## config.mk

```make
export PLATFORM = sky130hd
export DESIGN_NAME = divisor_seq
export DESIGN_NICKNAME = d
export VERILOG_FILES = /design/src/rtl/divisor_seq_pkg.sv /design/src/rtl/divisor_seq_resta_pas.sv /design/src/rtl/divisor_seq.sv
export SDC_FILE = /design/constraint.sdc
export NUM_CORES = 1
export LEC_CHECK = 0
export CORE_MARGIN = 1
export CORE_UTILIZATION = 40
export CTS_BUF_LIST = sky130_fd_sc_hd__clkbuf_4 sky130_fd_sc_hd__clkbuf_8
export CTS_CLUSTER_DIAMETER = 100
export DETAILED_ROUTE_END_ITERATION = 6
export PLACE_DENSITY_LB_ADDON = 0.12
export SLEW_MARGIN = 20
export SYNTH_ARGS = -nofsm -noshare
export SYNTH_HDL_FRONTEND = slang
export SYNTH_HIERARCHICAL = 1
export SYNTH_SLANG_ARGS = --single-unit
```

## constraint.sdc

```tcl
create_clock -name clk -period 3.4 [get_ports clk]
set_input_delay 0.68 -clock clk [delete_from_list [all_inputs] [get_ports clk]]
set_output_delay 0.68 -clock clk [all_outputs]
set_load 0.01 [all_outputs]
```

## src/rtl/divisor_seq_pkg.sv

```systemverilog
// Shared definitions for the sequential restoring divider.
//   DIV_WIDTH : default operand / quotient / remainder width
//   CNT_W     : iteration counter width for DIV_WIDTH
//   state_e   : control FSM states (2'b11 is unused and recovers to IDLE)
package divisor_seq_pkg;

    localparam int unsigned DIV_WIDTH = 16;
    localparam int unsigned CNT_W     = $clog2(DIV_WIDTH);

    typedef enum logic [1:0] {
        IDLE = 2'b00,
        RUN  = 2'b01,
        DONE = 2'b10
    } state_e;

endpackage

```

## src/rtl/divisor_seq_resta_pas.sv

```systemverilog
// Combinational ripple subtractor step: diff = x + ~y + 1.
//   x, y : W-bit unsigned operands
//   diff : W-bit difference (modulo 2^W)
//   c    : carry-out; 1 means x >= y (no borrow)
module divisor_seq_resta_pas #(
    parameter int unsigned W = 17
) (
    input  logic [W-1:0] x,
    input  logic [W-1:0] y,
    output logic [W-1:0] diff,
    output logic         c
);

    logic [W:0] sum;

    always_comb begin
        sum = {1'b0, x} + {1'b0, ~y} + {{W{1'b0}}, 1'b1};
    end

    assign diff = sum[W-1:0];
    assign c    = sum[W];

endmodule

```

## src/rtl/divisor_seq.sv

```systemverilog
// Sequential unsigned restoring divider, one quotient bit per clock.
//   clk, rst : clock, asynchronous active-high reset
//   start    : request, sampled only in IDLE together with a (dividend) and b (divisor)
//   busy     : high while iterating
//   done     : one-cycle pulse when q / r / div0 are updated
//   q, r     : registered quotient and remainder, held until the next result
//   div0     : last accepted request had b == 0 (q = all ones, r = a)
module divisor_seq
    import divisor_seq_pkg::*;
#(
    parameter int unsigned WIDTH = DIV_WIDTH
) (
    input  logic             clk,
    input  logic             rst,
    input  logic             start,
    input  logic [WIDTH-1:0] a,
    input  logic [WIDTH-1:0] b,
    output logic             busy,
    output logic             done,
    output logic [WIDTH-1:0] q,
    output logic [WIDTH-1:0] r,
    output logic             div0
);

    localparam int unsigned CntW = (WIDTH > 1) ? $clog2(WIDTH) : 1;

    state_e            state_q, state_d;
    logic [WIDTH:0]    rem_q, rem_d;   // partial remainder, one spare bit for the shift-in
    logic [WIDTH-1:0]  quo_q, quo_d;   // dividend shifting out / quotient shifting in
    logic [WIDTH-1:0]  den_q, den_d;
    logic [CntW-1:0]   cnt_q, cnt_d;
    logic [WIDTH-1:0]  q_q, q_d;
    logic [WIDTH-1:0]  r_q, r_d;
    logic              div0_q, div0_d;

    logic [WIDTH:0]    trial_x, trial_y, trial_diff;
    logic              trial_c;

    // Remainder stays below the divisor, so the top bit of rem_q is never needed for the shift.
    logic              unused_rem_msb;
    assign unused_rem_msb = rem_q[WIDTH];

    assign trial_x = {rem_q[WIDTH-1:0], quo_q[WIDTH-1]};
    assign trial_y = {1'b0, den_q};

    divisor_seq_resta_pas #(
        .W (WIDTH + 1)
    ) u_resta_pas (
        .x    (trial_x),
        .y    (trial_y),
        .diff (trial_diff),
        .c    (trial_c)
    );

    always_comb begin
        state_d = state_q;
        rem_d   = rem_q;
        quo_d   = quo_q;
        den_d   = den_q;
        cnt_d   = cnt_q;
        q_d     = q_q;
        r_d     = r_q;
        div0_d  = div0_q;

        case (state_q)
            IDLE: begin
                if (start) begin
                    quo_d = a;
                    den_d = b;
                    rem_d = '0;
                    cnt_d = '0;
                    if (b == '0) begin
                        state_d = DONE;
                        q_d     = '1;
                        r_d     = a;
                        div0_d  = 1'b1;
                    end else begin
                        state_d = RUN;
                    end
                end
            end
            RUN: begin
                // Carry-out of the trial subtraction is the quotient bit.
                rem_d = trial_c ? trial_diff : trial_x;
                quo_d = {quo_q[WIDTH-2:0], trial_c};
                cnt_d = cnt_q + 1'b1;
                if (cnt_q == CntW'(WIDTH - 1)) begin
                    state_d = DONE;
                    q_d     = quo_d;
                    r_d     = rem_d[WIDTH-1:0];
                    div0_d  = 1'b0;
                end
            end
            DONE: begin
                state_d = IDLE;
            end
            default: begin
                state_d = IDLE;
            end
        endcase
    end

    always_ff @(posedge clk or posedge rst) begin
        if (rst) begin
            state_q <= IDLE;
            rem_q   <= '0;
            quo_q   <= '0;
            den_q   <= '0;
            cnt_q   <= '0;
            q_q     <= '0;
            r_q     <= '0;
            div0_q  <= 1'b0;
        end else begin
            state_q <= state_d;
            rem_q   <= rem_d;
            quo_q   <= quo_d;
            den_q   <= den_d;
            cnt_q   <= cnt_d;
            q_q     <= q_d;
            r_q     <= r_d;
            div0_q  <= div0_d;
        end
    end

    assign busy = (state_q == RUN);
    assign done = (state_q == DONE);
    assign q    = q_q;
    assign r    = r_q;
    assign div0 = div0_q;

endmodule

```

* Word level (Yosys, flattened, before mapping)
Index checks and enable logic that the tools add are counted.
** Storage, ports and cells
- Word-level logic and storage cells :: 48
- Input port bits :: 35
- Output and inout port bits :: 35
- Flip-flop bits (word level) :: 87
** Operators by class
- $add $sub $neg :: 3
- Reduce and logical (&&, ||, !) cells :: 7
- Equality and inequality tests :: 6
- Bitwise operators :: 1
- Mux-type cells :: 23
** Operators by type and width (number)
- 16-bit 2-to-1 mux :: 9
- 16-bit one-hot mux with 2 select lines :: 4
- 17-bit by 17-bit adder with 18-bit output :: 1
- 18-bit by 1-bit adder with 18-bit output (second input constant) :: 1
- 16-bit inverter with 17-bit output :: 1
- 16-bit zero test :: 1
- 4-bit one-hot mux with 2 select lines :: 1
- 2-bit 2-to-1 mux :: 3
- 2-bit AND reduction :: 3
- 4-bit by 1-bit adder with 4-bit output (second input constant) :: 1
- 4-bit == test (second input constant) :: 1
- 4-bit 2-to-1 mux :: 1
- 2-bit != test (second input constant) :: 2
- 2-bit one-hot mux with 2 select lines :: 1
- 4-bit AND reduction :: 1
- 1-bit 2-to-1 mux :: 3
- 2-bit by 1-bit == test with 1-bit output (second input constant) :: 1
- 2-bit == test (second input constant) :: 1
- 2-bit zero test :: 1
- 2-bit by 1-bit != test with 1-bit output (second input constant) :: 1
- 1-bit one-hot mux with 2 select lines :: 1
- 2-bit nonzero test :: 1

* Depth between registers and ports, before layout
- Depth in word-level cells :: 6
- Gate-level depth with buffers :: 14
- Mapped depth without buffers :: 14

* Cells and area by module
Netlist, hierarchy kept.
** Modules (own cells, without submodules)
- divisor_seq :: seq. area each 2177.1 sq um, instances 1, cells each 369, area an instance 3744.8 sq um
- divisor_seq_resta_pas :: seq. area each 0.0 sq um, instances 1, cells each 116, area an instance 849.6 sq um

* Least setup slack after synthesis
No wires, ideal clock.
- Kind :: reg2reg
- From :: register quo_q[15]
- To :: register rem_q[14]
- Period minus slack after synthesis :: 2.643 ns
- Buffers on the path :: 0
- Stages on the path, launching flop included :: 14
- Slack :: 0.757 ns
- Arrival :: 2.523 ns
- Required time :: 3.280 ns
- Setup time :: 0.120 ns
- Cells stage by stage :: dfrtp_1 -> inv_1 -> ha_1 -> inv_1 -> fa_1 -> a21o_1 -> a221o_2 -> a221oi_4 -> a21oi_1 -> nor2_1 -> xnor2_1 -> mux2i_1 -> nor2_1 -> a31o_2
** Between the ends
- Longest elaborated chain between the ends :: 4
** Ends and longest elaborated chain
- start, declared :: line divisor_seq.sv:29 : logic [WIDTH-1:0] quo_q, quo_d;
- start signal, assigned :: line divisor_seq.sv:116 : quo_q <= quo_d;
- 17-bit by 17-bit adder with 18-bit output :: line divisor_seq_resta_pas.sv:17 : sum = {1'b0, x} + {1'b0, ~y} + {{W{1'b0}}, 1'b1};
- 18-bit by 1-bit adder with 18-bit output :: line divisor_seq_resta_pas.sv:17
- via trial_diff[14] :: line divisor_seq.sv:36 : logic [WIDTH:0] trial_x, trial_y, trial_diff;
- 16-bit 2-to-1 mux :: line divisor_seq.sv:84 : rem_d = trial_c ? trial_diff : trial_x;
- 16-bit one-hot mux with 2 select lines :: line divisor_seq.sv:65 : case (state_q)
- end signal, assigned :: line divisor_seq.sv:115 : rem_q <= rem_d;
- end, declared :: line divisor_seq.sv:28 : logic [WIDTH:0] rem_q, rem_d;
The timed path passes the listed nets, and every way through them passes these cells.
A chain may end at the register's enable or synchronous reset.

* Worst setup path after layout
- From :: register quo_q[15]
- To :: register r_q[10], in the netlist r[10]
** Between the ends
- Longest elaborated chain between the ends :: 5
** Ends and longest elaborated chain
- 17-bit by 17-bit adder with 18-bit output :: line divisor_seq_resta_pas.sv:17
- 18-bit by 1-bit adder with 18-bit output :: line divisor_seq_resta_pas.sv:17
- via trial_diff[10] :: line divisor_seq.sv:36
- 16-bit 2-to-1 mux :: line divisor_seq.sv:84
- 16-bit 2-to-1 mux :: line divisor_seq.sv:87 : if (cnt_q == CntW'(WIDTH - 1)) begin
- 16-bit one-hot mux with 2 select lines :: line divisor_seq.sv:65
- end signal, assigned :: line divisor_seq.sv:120 : r_q <= r_d;
- end, declared :: line divisor_seq.sv:33 : logic [WIDTH-1:0] r_q, r_d;
The timed path passes the listed nets, and every way through them passes these cells. The select of a mux whose other input is x is not followed.

==> metrics.csv <==
metric;value;unit
status;complete, no violations;
cts_tree;yes;
clock_skew;0.0164;ns
io_buffers;69;
start_util;0.416;
cp.arrival;3.28;ns
drv_slew;0;
p_clk_frac;0.118;
postCtsSetupBuffers;0;
p_switching;2510;uW
route.met3.wl;502;um
hold_viol_final;0;
die_y;109;um
grt_setup_unrepaired;false;
grt_max_degree;85;
dr_total_vias;3755;
root_buffer;clkbuf_8;
drc;0;
track_usage;0.202;
cts_buffers;9;
setup_tns;0;ns
critical_path.top_delay_family;compound AO/OA/AOI/OAI gates;
cts_sinks;87;
cp_max_fo;4;
area_delta_synth_final;22.5;%
postSynthCellCount;479;
vdd_ir_drop_max;0.503;mV
setup_violations;0;
clk_pin_slew;0.10;ns
critical_path.slowest_cell;dfrtp_1;
routed.top_layer;met4;
grt_overflow;0;
max_freq;0.336;GHz
wl_met1;5.07;mm
p_sw_frac;0.432;
end_kind;register;
layout_worst_path_cycle_share;0.876;
antenna_found_initial;0;
finalNonFillerCells;688;
grt_pass1_vias;3679;
synth_warnings;6;
p_comb_frac;0.580;
netlist_area;4550;um2
ctsHoldBuffers;0;
hp-class;register to register;
seq_power_share;0.302;
cts.path.max_buffers;2;
core_area;10900;um2
worst_slew_pin_slew;0.804;ns
met2_length;5.42;mm
min_period;2.98;ns
place_hpwl;8.06;mm
final_net_count;597;
ioPinCount;70;
critPathRequiredTime;3.70;ns
gp_congestion;0.783;
cp-start-kind;register;
utilization;0.510;
leakage;0.00242;uW
ctsResizeCount;0;
diodes;0;
dieWidth;109;um
dr.pass1.iters;6;
viasPerCell;5.46;
postRouteAntennaNets;0;
critical-path-max-stage-delay;0.45;ns
max_cap_viol_count;0;
clkLatencyLatePin;0.38;ns
relSlewSlack;0.464;
cp_cell_sequence;inv_1 -> ha_1 -> inv_1 -> fa_1 -> a21o_1 -> a221o_2 -> a211oi_1 -> o21bai_1 -> a21oi_1 -> xnor2_1 -> mux2i_1 -> nor2_1 -> a21oi_1 -> o21ai_0;
routed_wl;11.2;mm
die_area;11800;um2
p_per_area;1040;nW/um2
core.rowCount;38;
critical_path_class;register to register;
stdcell_area;5570;um2
post_dp_cell_area;5390;um2
internal-power;3300;uW
avgSynthCellArea;9.50;um2
drt_iter0_drc;190;
htreeDepth;3;
layout_common_cells;87 x nand2_1, 87 x dfrtp_1, 69 x clkdlybuf4s50_1;
grt_pass1_wl;18.4;mm
preCtsSetupSlack;0.444;ns
layout-drive-gt1-share;0.102;
path_buf_inv;2;
placed_cells;672;
avgRoutedWirePerCell;16.3;um
syn_nets;533;
finalWorstSetupSlack;0.422;ns
layer usage:
| metal | track usage | vias up |
|---|---|---|
| met5 | 0 | - |
| met4 | 0.0820 | 0 |
| met3 | 0.0281 | 15 |
| met2 | 0.338 | 98 |
| met1 | 0.264 | 1838 |
| li1 | - | 1804 |
worst paths after layout:
check                           from          to  slack (ns)  cells after the start
setup / recovery           quo_q[15]       r[10]        0.42                     14
hold / removal              den_q[8]    den_q[8]        0.48                      2
setup reg to reg           quo_q[15]       r[10]        0.42                     14
hold reg to reg             den_q[8]    den_q[8]        0.48                      2
max in group asynchronous        rst  state_q[0]        1.96                      3
min in group asynchronous        rst        q[6]        0.74                      2
flip-flops by register name, indices dropped and copies added, names as in the netlist:
| register | cells |
|---|---|
| den_q | 16 |
| r | 16 |
| q | 16 |
| div0 | 1 |
| cnt_q | 4 |
| quo_q | 16 |
| rem_q | 16 |
| state_q | 2 |
power groups by stage:
stage          clock, uW  combinational (uW)  sequential, uW
2_1_floorplan          0                2500            1720
3_3_place_gp           0                3310            1760
3_5_place_dp           0                3360            1770
4_1_cts              706                3380            1750
5_1_grt              748                3780            1800
6_report             687                3360            1750
area by class of cell:
cell class,count,area [um2]
timing repair buffer,78,783
inverter,24,96.3
clock inverter,6,43.8
clock buffer,10,138
multi-input combinational,343,2160
fill,1071,5360
sequential,87,2180
tap,140,175
stage by stage:
step / total power (uW) / hold slack (ns)
after floorplan: 4230 / 0.446
after global placement: 5080 / 0.464
after detailed placement: 5140 / 0.469
after CTS: 5840 / 0.490
after global routing: 6330 / 0.511
final: 5800 / 0.484
worst reg2reg max path, stage by stage (launching register included):
cell and delay [ns]:
dfrtp_1 0.45, inv_1 0.08, ha_1 0.15, inv_1 0.06
fa_1 0.40, a21o_1 0.21, a221o_2 0.40, a211oi_1 0.28
o21bai_1 0.09, a21oi_1 0.18, xnor2_1 0.13, mux2i_1 0.09
nor2_1 0.16, a21oi_1 0.06, o21ai_0 0.16
Note: power is estimated with default switching activity, not from simulation.
